$ cat config.mk
export PLATFORM = sky130hd
export DESIGN_NAME = video_timing_gen
export DESIGN_NICKNAME = d
export VERILOG_FILES = /design/src/rtl/video_timing_gen.sv
export SDC_FILE = /design/constraint.sdc
export NUM_CORES = 1
export LEC_CHECK = 0
export ABC_AREA = 1
export CELL_PAD_IN_SITES_DETAIL_PLACEMENT = 0
export CELL_PAD_IN_SITES_GLOBAL_PLACEMENT = 1
export CORE_MARGIN = 1
export CORE_UTILIZATION = 36
export DETAILED_ROUTE_END_ITERATION = 10
export HOLD_SLACK_MARGIN = 0.08
export MAX_ROUTING_LAYER = met4
export PLACE_DENSITY_LB_ADDON = 0.1
export SLEW_MARGIN = 20
export SYNTH_ARGS = -nofsm -noshare
export SYNTH_HDL_FRONTEND = slang
export SYNTH_SLANG_ARGS = --single-unit
$ cat constraint.sdc
create_clock -name clk -period 2 [get_ports clk]
set_input_delay 0.5 -clock clk [delete_from_list [all_inputs] [get_ports clk]]
set_output_delay 0.5 -clock clk [all_outputs]
set_load 0.01 [all_outputs]
$ cat src/rtl/video_timing_gen.sv
// Raster sync generator for the JAMMA scan path. It supports VGA 31 kHz and EGA 15 kHz, with mode changes on frame wrap only.
// Latency: counters advance on pix_ce. sync/blank outputs are registered one clk after the counter value they decode.
// Backpressure: none, the block is free-running. Optional VTG_FRAME_STROBE_EN adds frame_start/frame_cnt.
module video_timing_gen #(
   parameter int unsigned HW        = 11,
   parameter int unsigned VW        = 10,
   parameter int unsigned H_ACT     = 640,
   parameter int unsigned H_FP      = 16,
   parameter int unsigned H_SYNC    = 96,
   parameter int unsigned H_TOTAL   = 800,
   parameter int unsigned V_ACT     = 480,
   parameter int unsigned V_FP      = 10,
   parameter int unsigned V_SYNC    = 2,
   parameter int unsigned V_TOTAL   = 525,
   parameter int unsigned E_V_ACT   = 240,
   parameter int unsigned E_V_FP    = 4,
   parameter int unsigned E_V_SYNC  = 3,
   parameter int unsigned E_V_TOTAL = 262
) (
   input  logic          clk,
   input  logic          nReset,
   input  logic          ega,
   output logic          hsync,
   output logic          vsync,
   output logic          csync,
   output logic          blank,
   output logic [HW-1:0] hcount,
   output logic [VW-1:0] vcount,
   output logic          pix_ce,
   output logic          mode
`ifdef VTG_FRAME_STROBE_EN
   ,
   output logic          frame_start,
   output logic [7:0]    frame_cnt
`endif
);

   // Every compare value, including the exclusive end of each sync window, must fit its counter.
   if ((H_TOTAL > 2**HW) || (H_ACT + H_FP + H_SYNC >= 2**HW) ||
       (V_TOTAL > 2**VW) || (V_ACT + V_FP + V_SYNC >= 2**VW) ||
       (E_V_TOTAL > 2**VW) || (E_V_ACT + E_V_FP + E_V_SYNC >= 2**VW)) begin : gParamCheck
      $error("video_timing_gen: timing parameters do not fit HW/VW counter widths");
   end

   localparam logic [HW-1:0] H_LAST   = HW'(H_TOTAL - 1);
   localparam logic [HW-1:0] H_ACT_C  = HW'(H_ACT);
   localparam logic [HW-1:0] HS_BEG   = HW'(H_ACT + H_FP);
   localparam logic [HW-1:0] HS_END   = HW'(H_ACT + H_FP + H_SYNC);
   localparam logic [VW-1:0] V_LAST   = VW'(V_TOTAL - 1);
   localparam logic [VW-1:0] V_ACT_C  = VW'(V_ACT);
   localparam logic [VW-1:0] VS_BEG   = VW'(V_ACT + V_FP);
   localparam logic [VW-1:0] VS_END   = VW'(V_ACT + V_FP + V_SYNC);
   localparam logic [VW-1:0] EV_LAST  = VW'(E_V_TOTAL - 1);
   localparam logic [VW-1:0] EV_ACT_C = VW'(E_V_ACT);
   localparam logic [VW-1:0] EVS_BEG  = VW'(E_V_ACT + E_V_FP);
   localparam logic [VW-1:0] EVS_END  = VW'(E_V_ACT + E_V_FP + E_V_SYNC);

   logic          egaS1, egaS2;
   logic          divTog;
   logic [VW-1:0] vLast, vActive, vsBeg, vsEnd;
   logic          frameEnd, commit;

   // The vertical geometry follows the mode in effect, not the requested one.
   assign vLast   = mode ? EV_LAST  : V_LAST;
   assign vActive = mode ? EV_ACT_C : V_ACT_C;
   assign vsBeg   = mode ? EVS_BEG  : VS_BEG;
   assign vsEnd   = mode ? EVS_END  : VS_END;

   assign frameEnd = pix_ce && (hcount == H_LAST) && (vcount == vLast);
   assign commit   = frameEnd && (egaS2 != mode);

   // ega synchroniser, mode commit on frame wrap, and pixel-enable divider.
   always_ff @(posedge clk) begin
      if (!nReset) begin
         egaS1  <= ega;
         egaS2  <= ega;
         mode   <= ega;
         divTog <= 1'b0;
         pix_ce <= 1'b0;
      end else begin
         egaS1 <= ega;
         egaS2 <= egaS1;
         if (commit) begin
            // The divider restarts as it does after reset, so a new EGA frame starts from a known phase.
            mode   <= egaS2;
            divTog <= 1'b0;
            pix_ce <= ~egaS2;
         end else if (mode) begin
            divTog <= ~divTog;
            pix_ce <= divTog;
         end else begin
            divTog <= 1'b0;
            pix_ce <= 1'b1;
         end
      end
   end

   // Pixel and line counters, advancing once per pixel enable.
   always_ff @(posedge clk) begin
      if (!nReset) begin
         hcount <= '0;
         vcount <= '0;
      end else if (pix_ce) begin
         if (hcount == H_LAST) begin
            hcount <= '0;
            vcount <= (vcount == vLast) ? '0 : vcount + VW'(1);
         end else begin
            hcount <= hcount + HW'(1);
         end
      end
   end

   // Registered sync and blank decodes of the current counter values.
   always_ff @(posedge clk) begin
      if (!nReset) begin
         hsync <= 1'b1;
         vsync <= 1'b1;
         csync <= 1'b1;
         blank <= 1'b0;
      end else begin
         hsync <= !((hcount >= HS_BEG) && (hcount < HS_END));
         vsync <= !((vcount >= vsBeg) && (vcount < vsEnd));
         csync <= !((hcount >= HS_BEG) && (hcount < HS_END)) &&
                  !((vcount >= vsBeg) && (vcount < vsEnd));
         blank <= (hcount >= H_ACT_C) || (vcount >= vActive);
      end
   end

`ifdef VTG_FRAME_STROBE_EN
   // One pulse per frame at the pixel enable of (0,0), plus a wrapping frame counter.
   always_ff @(posedge clk) begin
      if (!nReset) begin
         frame_start <= 1'b0;
         frame_cnt   <= 8'd0;
      end else begin
         frame_start <= pix_ce && (hcount == '0) && (vcount == '0);
         if (pix_ce && (hcount == '0) && (vcount == '0)) begin
            frame_cnt <= frame_cnt + 8'd1;
         end
      end
   end
`endif

endmodule

; Word-level counts from Yosys, hierarchy flattened
; Index checks and enable logic that the tools add are counted.
[word_totals]
register_bits = 30
inputBits = 3
out_inout_bits = 27
word_cells = 49
[classes]
n_addsub = 2
n_lt_le_gt_ge = 6
n_eq_ne = 4
muxes = 11
bitwise = 4
n_reduce_logical = 11
[ops]
columns = op, count
row1 = 9-bit two-way mux, 3
row2 = "11-bit by 10-bit >= comparator with 1-bit output, second input constant", 2
row3 = 10-bit by 9-bit >= comparator with 1-bit output, 2
row4 = 10-bit two-way mux, 2
row5 = "11-bit by 1-bit adder with 11-bit output, second input constant", 1
row6 = "11-bit by 10-bit == test with 1-bit output, second input constant", 1
row7 = "11-bit by 10-bit < comparator with 1-bit output, second input constant", 1
row8 = 11-bit two-way mux, 1
row9 = "10-bit by 1-bit adder with 10-bit output, second input constant", 1
row10 = 10-bit == test, 1
row11 = 10-bit by 9-bit < comparator with 1-bit output, 1
row12 = 1-bit logical AND, 6
row13 = 1-bit two-way mux, 5
row14 = 1-bit NOT, 4
row15 = 3-bit OR reduction, 1
row16 = 1-bit zero test, 2
row17 = "2-bit by 1-bit inequality test with 1-bit output, second input constant", 1
row18 = 2-bit AND reduction, 1
row19 = 1-bit logical OR, 1
row20 = 1-bit inequality test, 1

; Logic depth before layout (Yosys ltp)
[logic_depth]
word_depth = 6
depth_mapped = 11

; Least setup slack after synthesis
; Ideal clock, no wire load.
[synth_path]
path_kind = register to register
from = register mode
to = register mode (enable)
arrival_ns = 1.396
required_ns = 1.705
path_slack_ns = 0.309
path_stages_with_launch = 9
path_buffers = 0
period_less_slack_ns = 1.691
cell_sequence = edfxtp_1 > ha_1 > inv_1 > nand2_1 > nor2_1 > nand2_1 > nor2_1 > nand3_1 > nand2_1
[synth_via]
elab_chain_len = 5
[synth_lines]
columns = element, line_no
row1 = from (decl), 30  ; output logic mode
row2 = from (signal assigned), 77  ; mode <= ega;
row3 = from (signal assigned), 85  ; mode <= egaS2;
row4 = 10-bit two-way mux, 64  ; assign vLast = mode ? EV_LAST : V_LAST;
row5 = 10-bit == test, 69  ; assign frameEnd = pix_ce && (hcount == H_LAST) && (vcount == vLast);
row6 = 1-bit logical AND, 69
row7 = 1-bit logical AND (*), 70  ; assign commit = frameEnd && (egaS2 != mode);
row8 = 2-bit by 1-bit inequality test with 1-bit output (no source line) (*), -
; Every way passes the cells marked *; elsewhere a longest branch is shown, timed or not.
; A chain may end at the register's enable or synchronous reset.

; Worst setup path in the final report
[layout_path]
from = register vcount[4]
to = output port vcount[4]
[layout_lines]
columns = element, line_no
row1 = from (decl), 28  ; output logic [VW-1:0] vcount,
row2 = from (signal assigned), 106  ; vcount <= (vcount == vLast) ? '0 : vcount + VW'(1);
; No word-level cell between the ends.

==> results by group <==
Outcome
  – Status: complete, no violations

Clocking
  – Clock sink count: 30
  – Clock Path Buffers: 2
  – Root buf cell: clkbuf_8
  – CTS H-tree lvls: 2
  – TritonCTS Buffers: 5
  – CTS tree: done
  – Clk Latency, worst-skew pair: approximately 280 ps
  – Clock slew at reported path FFs: 70 ps
  – Hold_buf cts: 0

Flow run
  – Total of max-cap violations: 0

Detailed routing
  – # DRC: 0
  – DRT iter0 DRCs: 66
  – DRT Wirelength: 4220 um
  – Pre-antenna DRT Iters: 4
  – Antenna violation net count after detailed routing: 0
  – Vias per cell: 4.94
  – Routed len/inst: around 13 um
  – Via count: 1660

STA
  – Worst-Margin Slew: 363 ps
  – Sum Neg Setup Slack: 0 ps
  – Slew Limit Fails: 0
  – Max Clock Freq: 531 MHz
  – Finish-stage setup viols: 0
  – Max-slew headroom: 75.6%
  – Clk_skew: 2.70 ps
  – Fin crit period: ~1900 ps
  – Period Utilization, post-route: 94.2%
  – Hold_ws: 429 ps
  – RSZ-0062 raised after global routing: no
  – Final hold vios: 0

Layout
  – Fin nets: 297
  – Most frequent cells in the layout: 55 x nand2_1, 31 x nor2_1, 29 x inv_1, 29 x clkdlybuf4s50_1, 28 x dfxtp_1
  – P&R area growth vs syn: 26.2%
  – Fraction of final layout cells sized beyond drive strength 1: 10.9%
  – N_diodes: 0
  – Commonest non-fill, non-tap cell in the layout: nand2_1

Power and ir drop
  – Flop pwr share: between 50% and 60%
  – Leakage: between 0.8 and 0.9 nW
  – Power Dens Cells: 566 nW/um2
  – Switching Share: 24.4%
  – Clk network pwr share: between 40% and 50%
  – P_sw: 302 uW
  – Comb pwr share: under 10%
  – Internal Pwr Total: 934 uW
  – Power, Total: about 1.2 mW
  – VDD IR max: 0.276 mV

Worst setup path
  – Data arrival time of the worst path: 1380 ps
  – Startpoint types: flop
  – Crit-path max FO: 9
  – Worst r2r src: mode$_DFFE_PP_
  – Slowest-stage cell, CP: clkdlybuf4s50_1
  – Critical-path cell list: clkdlybuf4s50_1
  – Crit end category: primary output
  – R2R Setup Slk: around 220 ps
  – Reg2reg path depth: 11
  – Required @ worst endpoint: around 1500 ps
  – Worst r2r dst: vcount[3]$_SDFFE_PN0P_
  – WS Path Type: reg -> out
  – Crit-path max cell delay: 600 ps
  – Bufs and invs on worst path: 1
  – Family with the most delay on the worst path: buffers and inverters

Yosys
  – Syn_nets: 260
  – Syn Std Cell Area: 1730 um2
  – Ys Warns: 0
  – Synthesized flop and latch total: 30
  – Number of unique standard cell types used by synthesis: 34
  – Mapped Cells: 246
  – Seq/Total Area, Yosys: a little over a third
  – Syn_area_per_cell: 7.03 um2

Floorplan
  – Chip width: 71.3 um
  – Starting density of the core: 38.7%
  – Die ar.: approximately 5100 um2
  – Total core area: between 4000 and 5000 um2
  – Rows: 24
  – Die Span Y: 71.3 um
  – # IOs: 30

Global route
  – GRT Util Overall: around a fifth
  – First-pass GRT wire length: 7190 um
  – Number of global-route vias before repair: 1580
  – GR Layer Usage met2: 32.0%
  – Gr busiest metal: met2
  – Initial antenna violation count: 0
  – Met3 GRT Util: 4.22%
  – Met1 Use GR: approximately a fifth
  – GR Overflow Total: 0
  – Pin count of the biggest net entering global routing: 11

Placed design
  – RePlAce Congestion: approximately 0.84
  – Hpwl dp: 3210 um
  – Buffers on Ports: 29

Worst hold path
  – Hold path start: egaS1$_DFF_P_
  – Hold depth: 2
  – Worst hold path class: reg -> reg
  – Worst Hold Path EP: egaS2$_DFF_P_
[how the worst max path moves through the flow]
stage                           startpoint                      to  slack (ps)  cells past startpoint
floorplan                   mode$_DFFE_PP_          mode$_DFFE_PP_         310                      8
global placement            mode$_DFFE_PP_          mode$_DFFE_PP_         240                      8
detailed placement          mode$_DFFE_PP_  vcount[3]$_SDFFE_PN0P_         180                     11
CTS                      pix_ce$_SDFF_PN0_                  pix_ce          20                      1
global route                mode$_DFFE_PP_          mode$_DFFE_PP_           6                      8
finish              vcount[4]$_SDFFE_PN0P_               vcount[4]         120                      1
[metal layers]
metal	part of all wire [%]	routed length (um)
met1	46	1960
met2	47	2000
met3	3.5	149
met4	2.7	116
met5	0	0
[logic make-up after synthesis]
group | count (synthesis) | synth area share (%)
AND/OR/NAND/NOR | 141 | 39.2
flip-flops | 30 | 35.3
buffers and inverters | 36 | 8.53
AO/OA/AOI/OAI | 26 | 8.03
adder cells (fa/ha/maj) | 11 | 7.95
XOR/XNOR | 2 | 1.01
[power by group through the flow]
| stage | logic (mW) | registers [mW] | clock network, mW |
|---|---|---|---|
| after global routing | 0.109 | 0.628 | 0.552 |
| after CTS | 0.0931 | 0.626 | 0.530 |
| after detailed placement | 0.0926 | 0.640 | 0 |
| after floorplan | 0.0603 | 0.637 | 0 |
| final | 0.0966 | 0.626 | 0.513 |
| after global placement | 0.0916 | 0.640 | 0 |
[stage by stage]
| step | instance area (um2) | instances | worst slack, ps | util, % |
|---|---|---|---|---|
| 2_1_floorplan | 1730 | 246 | 309 | - |
| 3_3_place_gp | 2080 | 326 | 245 | 46.4 |
| 3_5_place_dp | 2080 | 326 | 184 | 46.4 |
| 4_1_cts | 2170 | 334 | 23.7 | 48.5 |
| 5_1_grt | 2180 | 336 | 5.66 | 48.8 |
| 6_report | 2180 | 336 | 117 | 48.8 |
[registers in the layout, summed over array words and instances, names as in the netlist]
name and cells:
pix_ce 1, hcount 11, egaS2 1, csync 1, vsync 1, egaS1 1, divTog 1, hsync 1
vcount 10, mode 1, blank 1
[cells in the mapped netlist (all sizes together)]
cell | number | area share (%)
nor2 | 36 | 9.4
o21ai | 10 | 2.9
and2 | 1 | 0.36
nand3 | 17 | 5.2
o22ai | 1 | 0.36
nor3b | 4 | 2.3
a21o | 1 | 0.43
xnor2 | 1 | 0.51
o21a | 1 | 0.43
or2 | 2 | 0.72
edfxtp | 1 | 1.7
nor4 | 1 | 0.36
inv | 33 | 7.2
xor2 | 1 | 0.51
nand2 | 59 | 14
dfxtp | 29 | 34
buf | 3 | 1.4
nand4 | 7 | 2.5
nor3 | 12 | 3.8
nand3b | 2 | 0.87
a21oi | 12 | 3.5
a211oi | 1 | 0.43
ha | 11 | 8.0
[layout make-up]
class | count | area (um2)
Tap cell | 52 | 65.1
Multi-Input combinational cell | 180 | 972
Timing Repair Buffer | 33 | 320
Clock inverter | 1 | 5.00
Sequential cell | 30 | 612
Inverter | 33 | 124
Fill cell | 499 | 2290
Clock buffer | 7 | 86.3
[repair_timing]
action                                  CTS  global route
setup buffers                             0             2
endpoints found under the setup margin    0             5
hold endpoints to repair                  0             0
resized for setup                         0             1
No activity file was read; power rests on OpenSTA's default activity.
